===== src/rtl/multiplexador_arbitrado.sv =====
// multiplexador_arbitrado
// Two-to-one merge of producer words onto one registered output channel.
// Arbitration is per word; the output register holds its word until the
// consumer accepts it, and a new word may load in the same cycle the old one
// leaves (1 word/clk). Saturating per-source accept counters are provided.
//
// Build option: define MUX_ARB_ROUND_ROBIN_EN for round-robin arbitration
// (the source other than the last granted one wins a tie). Without it, in1
// has fixed priority when both producers are valid.
//
// Ports
//   clk, reset           clock, synchronous active-high reset
//   in1_valid/data/ready producer 1 handshake (ready = accepted this cycle)
//   in2_valid/data/ready producer 2 handshake
//   out_valid/data/src   pending merged word, src 0 = in1, 1 = in2
//   out_ready            consumer takes the pending word this cycle
//   cnt1, cnt2           accepted-word counters, saturate at all-ones
module multiplexador_arbitrado #(
  parameter int unsigned data_bits  = 32,
  parameter int unsigned count_bits = 16
) (
  input  logic                  clk,
  input  logic                  reset,
  input  logic                  in1_valid,
  input  logic [data_bits-1:0]  in1_data,
  output logic                  in1_ready,
  input  logic                  in2_valid,
  input  logic [data_bits-1:0]  in2_data,
  output logic                  in2_ready,
  output logic                  out_valid,
  output logic [data_bits-1:0]  out_data,
  output logic                  out_src,
  input  logic                  out_ready,
  output logic [count_bits-1:0] cnt1,
  output logic [count_bits-1:0] cnt2
);

  typedef enum logic {VAZIO, CHEIO} state_t;

  state_t state, state_next;
  logic   last_grant;
  logic   grant1, grant2;
  logic   can_load;
  logic   acc1, acc2;

  // Arbitration depends only on valids (never on data) so ready has no
  // combinational path from in*_data.
  always_comb begin
    grant1 = 1'b0;
    grant2 = 1'b0;
    if (in1_valid && in2_valid) begin
`ifdef MUX_ARB_ROUND_ROBIN_EN
      grant1 = last_grant;
      grant2 = ~last_grant;
`else
      // last_grant is still tracked but plays no part in fixed priority.
      grant1 = 1'b1;
      grant2 = last_grant & 1'b0;
`endif
    end else begin
      grant1 = in1_valid;
      grant2 = in2_valid;
    end
  end

  assign can_load  = (state == VAZIO) || out_ready;
  assign in1_ready = ~reset & can_load & grant1;
  assign in2_ready = ~reset & can_load & grant2;
  assign acc1      = in1_valid & in1_ready;
  assign acc2      = in2_valid & in2_ready;
  assign out_valid = (state == CHEIO);

  always_comb begin
    state_next = state;
    case (state)
      VAZIO: if (in1_valid || in2_valid) state_next = CHEIO;
      CHEIO: if (out_ready && !(acc1 || acc2)) state_next = VAZIO;
      default: state_next = VAZIO;
    endcase
  end

  always_ff @(posedge clk) begin
    if (reset) begin
      state      <= VAZIO;
      out_data   <= '0;
      out_src    <= 1'b0;
      cnt1       <= '0;
      cnt2       <= '0;
      last_grant <= 1'b1;
    end else begin
      state <= state_next;
      if (acc1) begin
        out_data   <= in1_data;
        out_src    <= 1'b0;
        last_grant <= 1'b0;
        if (cnt1 != '1) cnt1 <= cnt1 + 1'b1;
      end else if (acc2) begin
        out_data   <= in2_data;
        out_src    <= 1'b1;
        last_grant <= 1'b1;
        if (cnt2 != '1) cnt2 <= cnt2 + 1'b1;
      end
    end
  end

endmodule


===== config.mk =====
export PLATFORM = sky130hd
export DESIGN_NAME = multiplexador_arbitrado
export DESIGN_NICKNAME = d
export VERILOG_FILES = /design/src/rtl/multiplexador_arbitrado.sv
export SDC_FILE = /design/constraint.sdc
export NUM_CORES = 1
export LEC_CHECK = 0
export CORE_AREA = 8 8 97 99
export CTS_BUF_LIST = sky130_fd_sc_hd__clkbuf_8
export DETAILED_ROUTE_END_ITERATION = 8
export DIE_AREA = 0 0 105 107
export HOLD_SLACK_MARGIN = 0.08
export PLACE_DENSITY = 0.76
export SLEW_MARGIN = 25
export SYNTH_ARGS = -nofsm -noshare
export SYNTH_HDL_FRONTEND = slang
export SYNTH_SLANG_ARGS = --single-unit

===== constraint.sdc =====
create_clock -name clk -period 2.7 [get_ports clk]
set_input_delay 0.54 -clock clk [delete_from_list [all_inputs] [get_ports clk]]
set_output_delay 0.54 -clock clk [all_outputs]
set_load 0.1 [all_outputs]

Yosys cells after proc, flatten, opt, wreduce, memory -nomap -nowiden
Index checks and enable logic that the tools add are counted.

Add/subtract/negate cells: 2. Equal/unequal tests: 2. Muxes and demuxes: 7. Bitwise logic cells: 8. Reductions and logical operators: 10.

Operator list (number): two-way mux 32 bit (2); adder 16 x 1 -> 16 bit (second input constant) (2); inequality test 16 bit (second input constant) (2); bitwise AND 1 bit (5); two-way mux 1 bit (4); logical OR 1 bit (3); NOT 1 bit (3); AND reduction 3 bit (1); logical AND 1 bit (2); case mux 1 bit (2 select lines) (1); AND reduction 2 bit (1); nonzero test 2 bit (1); OR reduction 2 bit (1); logical NOT 1 bit (1).

Register bits after elaboration: 66. Input port bits: 69. Output and inout bits: 68. Logic and storage cells: 34.

Logic depth before layout (Yosys ltp)
Word-level depth: 10. Depth in mapped cells: 6. Gate-level depth less buffers: 5.

Least setup slack after synthesis
No wires, ideal clock.

Path type: flip-flop to flip-flop. From: register cnt2[1]. To: register cnt2[10]. Setup time: 0.123 ns. Arrival: 2.625 ns. Data required time: 2.577 ns. Setup slack: -0.048 ns. Cell stages (with the launch flop): 7. Path buffers: 1. Clock period less this slack: 2.748 ns. Path through: dfxtp_1 > ha_1 > nand3_1 > or4_4 > buf_6 > nor4_1 > mux2_1.

Longest elaborated chain between the ends: 2. Elaborated cells on any way between the ends: 3. Those cells by class: add/sub (1); eq/ne (1); reduce/logical (1).

Ends and longest elaborated chain: start, declared (line 35) `output logic [count_bits-1:0] cnt2`; start signal, assigned (line 101) `if (cnt2 != '1) cnt2 <= cnt2 + 1'b1;`; parallel branches: the longest is 2 deep, another holds adder 16 x 1 -> 16 bit.

Several ways; the timed one is not identified. A chain may end at the register's enable or synchronous reset.

Final worst setup path
From: input in1_valid. To: output in2_ready.

Longest elaborated chain between the ends: 3.

Ends and longest elaborated chain: start, declared (line 24) `input logic in1_valid,`; logical AND 1 bit (line 51) `if (in1_valid && in2_valid) begin`; two-way mux 1 bit (line 51); bitwise AND 1 bit (line 68) `assign in2_ready = ~reset & can_load & grant2;`; end, declared (line 29) `output logic in2_ready,`.

No other way between the ends.

==> summary.md <==
| Metric | Value |
|---|---|
| Status | `complete, no violations` |
| Clk Latency, worst-skew pair | `340 ps` |
| CTS tree | `done` |
| Worst hold path startpoint | `out_data[19]` |
| Number of placement rows | `33` |
| Reg2reg setup slack | `710 ps` |
| Hold-critical path endpoint | `out_data[19]` |
| First DRT Iteration DRCs | `83` |
| Cells along the critical path | `clkdlybuf4s50_1 -> nand2b_4 -> or3_1 -> inv_1 -> buf_12` |
| Power per Cell Area | `583 nW/um2` |
| RR Endpoint | `cnt2[10]` |
| Post-DP HPWL | `7030 um` |
| Slew Limit Fails | `0` |
| Maxcap violations | `0` |
| Die Y | `107 um` |
| Post-cts hold buffer count | `0` |
| PostCTS Resize Cnt | `0` |
| Clock network power share | `0.339` |
| Stages on the worst setup path | `5` |
| Layout cell share with drive strength beyond 1 | `0.218` |
| CP delay by family, top | `buffers and inverters` |
| Fin Clk Skew | `6.07 ps` |
| Vias per inst | `5.33` |
| WL final | `9020 um` |
| Unrepaired setup endpoints after global routing | `no` |
| Final antenna diode count | `0` |
| Cell Area, Synth | `3090 um2` |
| Synth Area per Inst | `8.92 um2` |
| Switching power total | `913 uW` |
| Net Count, Synth | `417` |
| GRT Total Usage | `0.160` |
| CP endpoint kind | `primary output` |
| Worst-Margin Slew | `593 ps` |
| VDD IR-drop max | `350 uV` |
| Max frequency | `403 MHz` |
| CTS root buf | `clkbuf_8` |
| Syn Inst Count | `346` |
| Slowest-stage cell, CP | `clkdlybuf4s50_1` |
| Synthesized flop and latch total | `66` |
| Register area | `1320 um2` |
| Inserted Clock Buffers | `9` |
| Core ar. | `7930 um2` |
| Placed cell count | `571` |
| Net Sw Frac | `0.340` |
| Maximum fanout along the worst path | `5` |
| Most common cell after layout, fill and taps aside | `buf_4` |
| Drt drc | `0` |
| PortBufs | `136` |
| Routability-driven placement congestion ratio | `0.775` |
| Post-DRT Antenna Nets | `0` |
| Crit share post-route | `0.920` |
| R2r worst-path depth | `5` |
| Worst Setup Slack, final | `217 ps` |
| Setup-failing EPs final | `0` |
| Remaining Overflow, GRT | `0` |
| Die Width | `105 um` |
| DR WL/cell | `15.4 um` |
| Arrival @ worst endpoint | `1940 ps` |
| Total Nets Final | `548` |
| Worst Path Required | `2160 ps` |
| Dpl ws | `112 ps` |
| Slew HR | `0.601` |
| Logic gate share of total power | `0.269` |
| Clock sink total | `66` |
| Multi-input gate area | `1660 um2` |
| Die area | `11200 um2` |
| Sequential share of power | `0.392` |
| Hold Vio Cnt, Final | `0` |
| DRT Pass-1 Iters | `4` |
| CP bufs+invs | `3` |
| Clock slew at reported path FFs | `60 ps` |
| First-pass GRT wire length | `14800 um` |
| H-tree levels | `3` |
| Pin count of the biggest net entering global routing | `65` |
| Worst Hold Class | `register to register` |
| Fillers | `740` |
| Post-Route Utilization | `0.582` |
| Fin crit period | `2480 ps` |
| Via count | `3131` |
| Post-route setup TNS | `0 ps` |
| Initial antenna violation count | `0` |
| Vias in the first global route | `3091` |
| Max Buffers Root-to-Sink | `2` |
| Post-synthesis sequential area ratio | `0.428` |
| Reg-to-Reg Start | `cnt2[0]` |
| Initial Util | `0.389` |
| Pint | `1.78 mW` |
| IO Pins | `137` |
| Hold depth | `2` |
| Layout Cells excl Fill | `587` |
| Crit Path Category | `primary input to primary output` |
| Tot Pwr | `2.69 mW` |
| Syn-to-layout area delta | `49.5%` |
| Post-CTS setup buffers | `0` |
| Netlist cell types | `42` |
| Synth warn | `0` |
| Most frequent cells in the layout | `73 x buf_4, 68 x clkdlybuf4s50_1, 64 x dfxtp_1, 38 x nand3_1, 34 x mux2i_1` |
| CP Launch Type | `primary input` |
| Leak | `1.91 nW` |
| CP peak stage delay | `480 ps` |
-- stage by stage --
stage / hold slack, ps / cell area [um2]
after floorplan: 713 / 3090
after global placement: 448 / 4390
after detailed placement: 454 / 4390
after CTS: 465 / 4610
after global routing: 481 / 4610
final: 460 / 4610
-- power by group through the flow --
| stage | clock network (mW) | registers [mW] | logic [mW] |
|---|---|---|---|
| after global placement | 0 | 1.07 | 0.725 |
| after global routing | 0.977 | 1.06 | 0.757 |
| after floorplan | 0 | 1.45 | 0.129 |
| final | 0.912 | 1.05 | 0.723 |
| after detailed placement | 0 | 1.08 | 0.730 |
| after CTS | 0.933 | 1.05 | 0.730 |
-- synth_stat cells, drive strengths merged --
cell | count | share of area
dfxtp | 66 | 0.43
o21ai | 42 | 0.068
nand3 | 38 | 0.062
mux2i | 34 | 0.11
a21oi | 24 | 0.039
clkbuf | 16 | 0.019
nand2 | 16 | 0.019
nand4 | 12 | 0.024
or3 | 12 | 0.024
or4 | 11 | 0.028
o31ai | 9 | 0.022
buf | 7 | 0.013
nor2 | 6 | 0.0073
nor2b | 6 | 0.015
nor4 | 6 | 0.014
and4 | 5 | 0.014
inv | 4 | 0.0049
mux2 | 4 | 0.015
nand2b | 4 | 0.011
o41ai | 4 | 0.011
or2 | 3 | 0.0061
and3 | 2 | 0.0041
ha | 2 | 0.0081
nor3 | 2 | 0.0032
o311ai | 2 | 0.0057
a311oi | 1 | 0.0028
a31o | 1 | 0.0028
and2 | 1 | 0.0020
nand3b | 1 | 0.0024
nor3b | 1 | 0.0024
nor4b | 1 | 0.0028
nor4bb | 1 | 0.0032
o21bai | 1 | 0.0024
o311a | 1 | 0.0032
-- worst min-delay path: stages, from the launching register on --
cell     delay (ps)
dfxtp_1         310
nand3_1          50
o21ai_1          50
-- worst max-delay path by stage --
stage,startpoint,to
global route,in1_valid,in2_ready
finish,in1_valid,in2_ready
floorplan,cnt2[3],cnt2[10]
global placement,in2_valid,cnt2[9]
detailed placement,in2_valid,cnt2[9]
CTS,in1_valid,in2_ready
-- final cells by class --
type,count,share of cell area
well taps,105,0.0285
repair buffers,143,0.275
clock buffers,10,0.0298
inverters,4,0.00325
multi-input cells,253,0.359
clock inverters,6,0.0176
flip-flops and latches,66,0.287
-- cell families (layout without fill, tap and decap cells) --
family | after synthesis | in the layout | share of synthesized area
flops | 66 | 66 | 0.428
compound gates | 85 | 85 | 0.157
simple gates | 128 | 128 | 0.245
fa+ha+maj | 2 | 2 | 0.00811
buf+inv | 27 | 163 | 0.0369
mux | 38 | 38 | 0.125
-- metal layers --
| metal | global-route usage | share of wire |
|---|---|---|
| met1 | 0.184 | 0.43 |
| met2 | 0.253 | 0.46 |
| met3 | 0.0804 | 0.10 |
| met4 | 0.0550 | 0.0090 |
| met5 | 0 | 0 |
-- sequential cells by signal (all words and copies together), names as in the netlist --
register / flops
out_src: 1
out_data: 32
cnt2: 16
cnt1: 16
out_valid: 1
No activity file was read; power rests on OpenSTA's default activity.
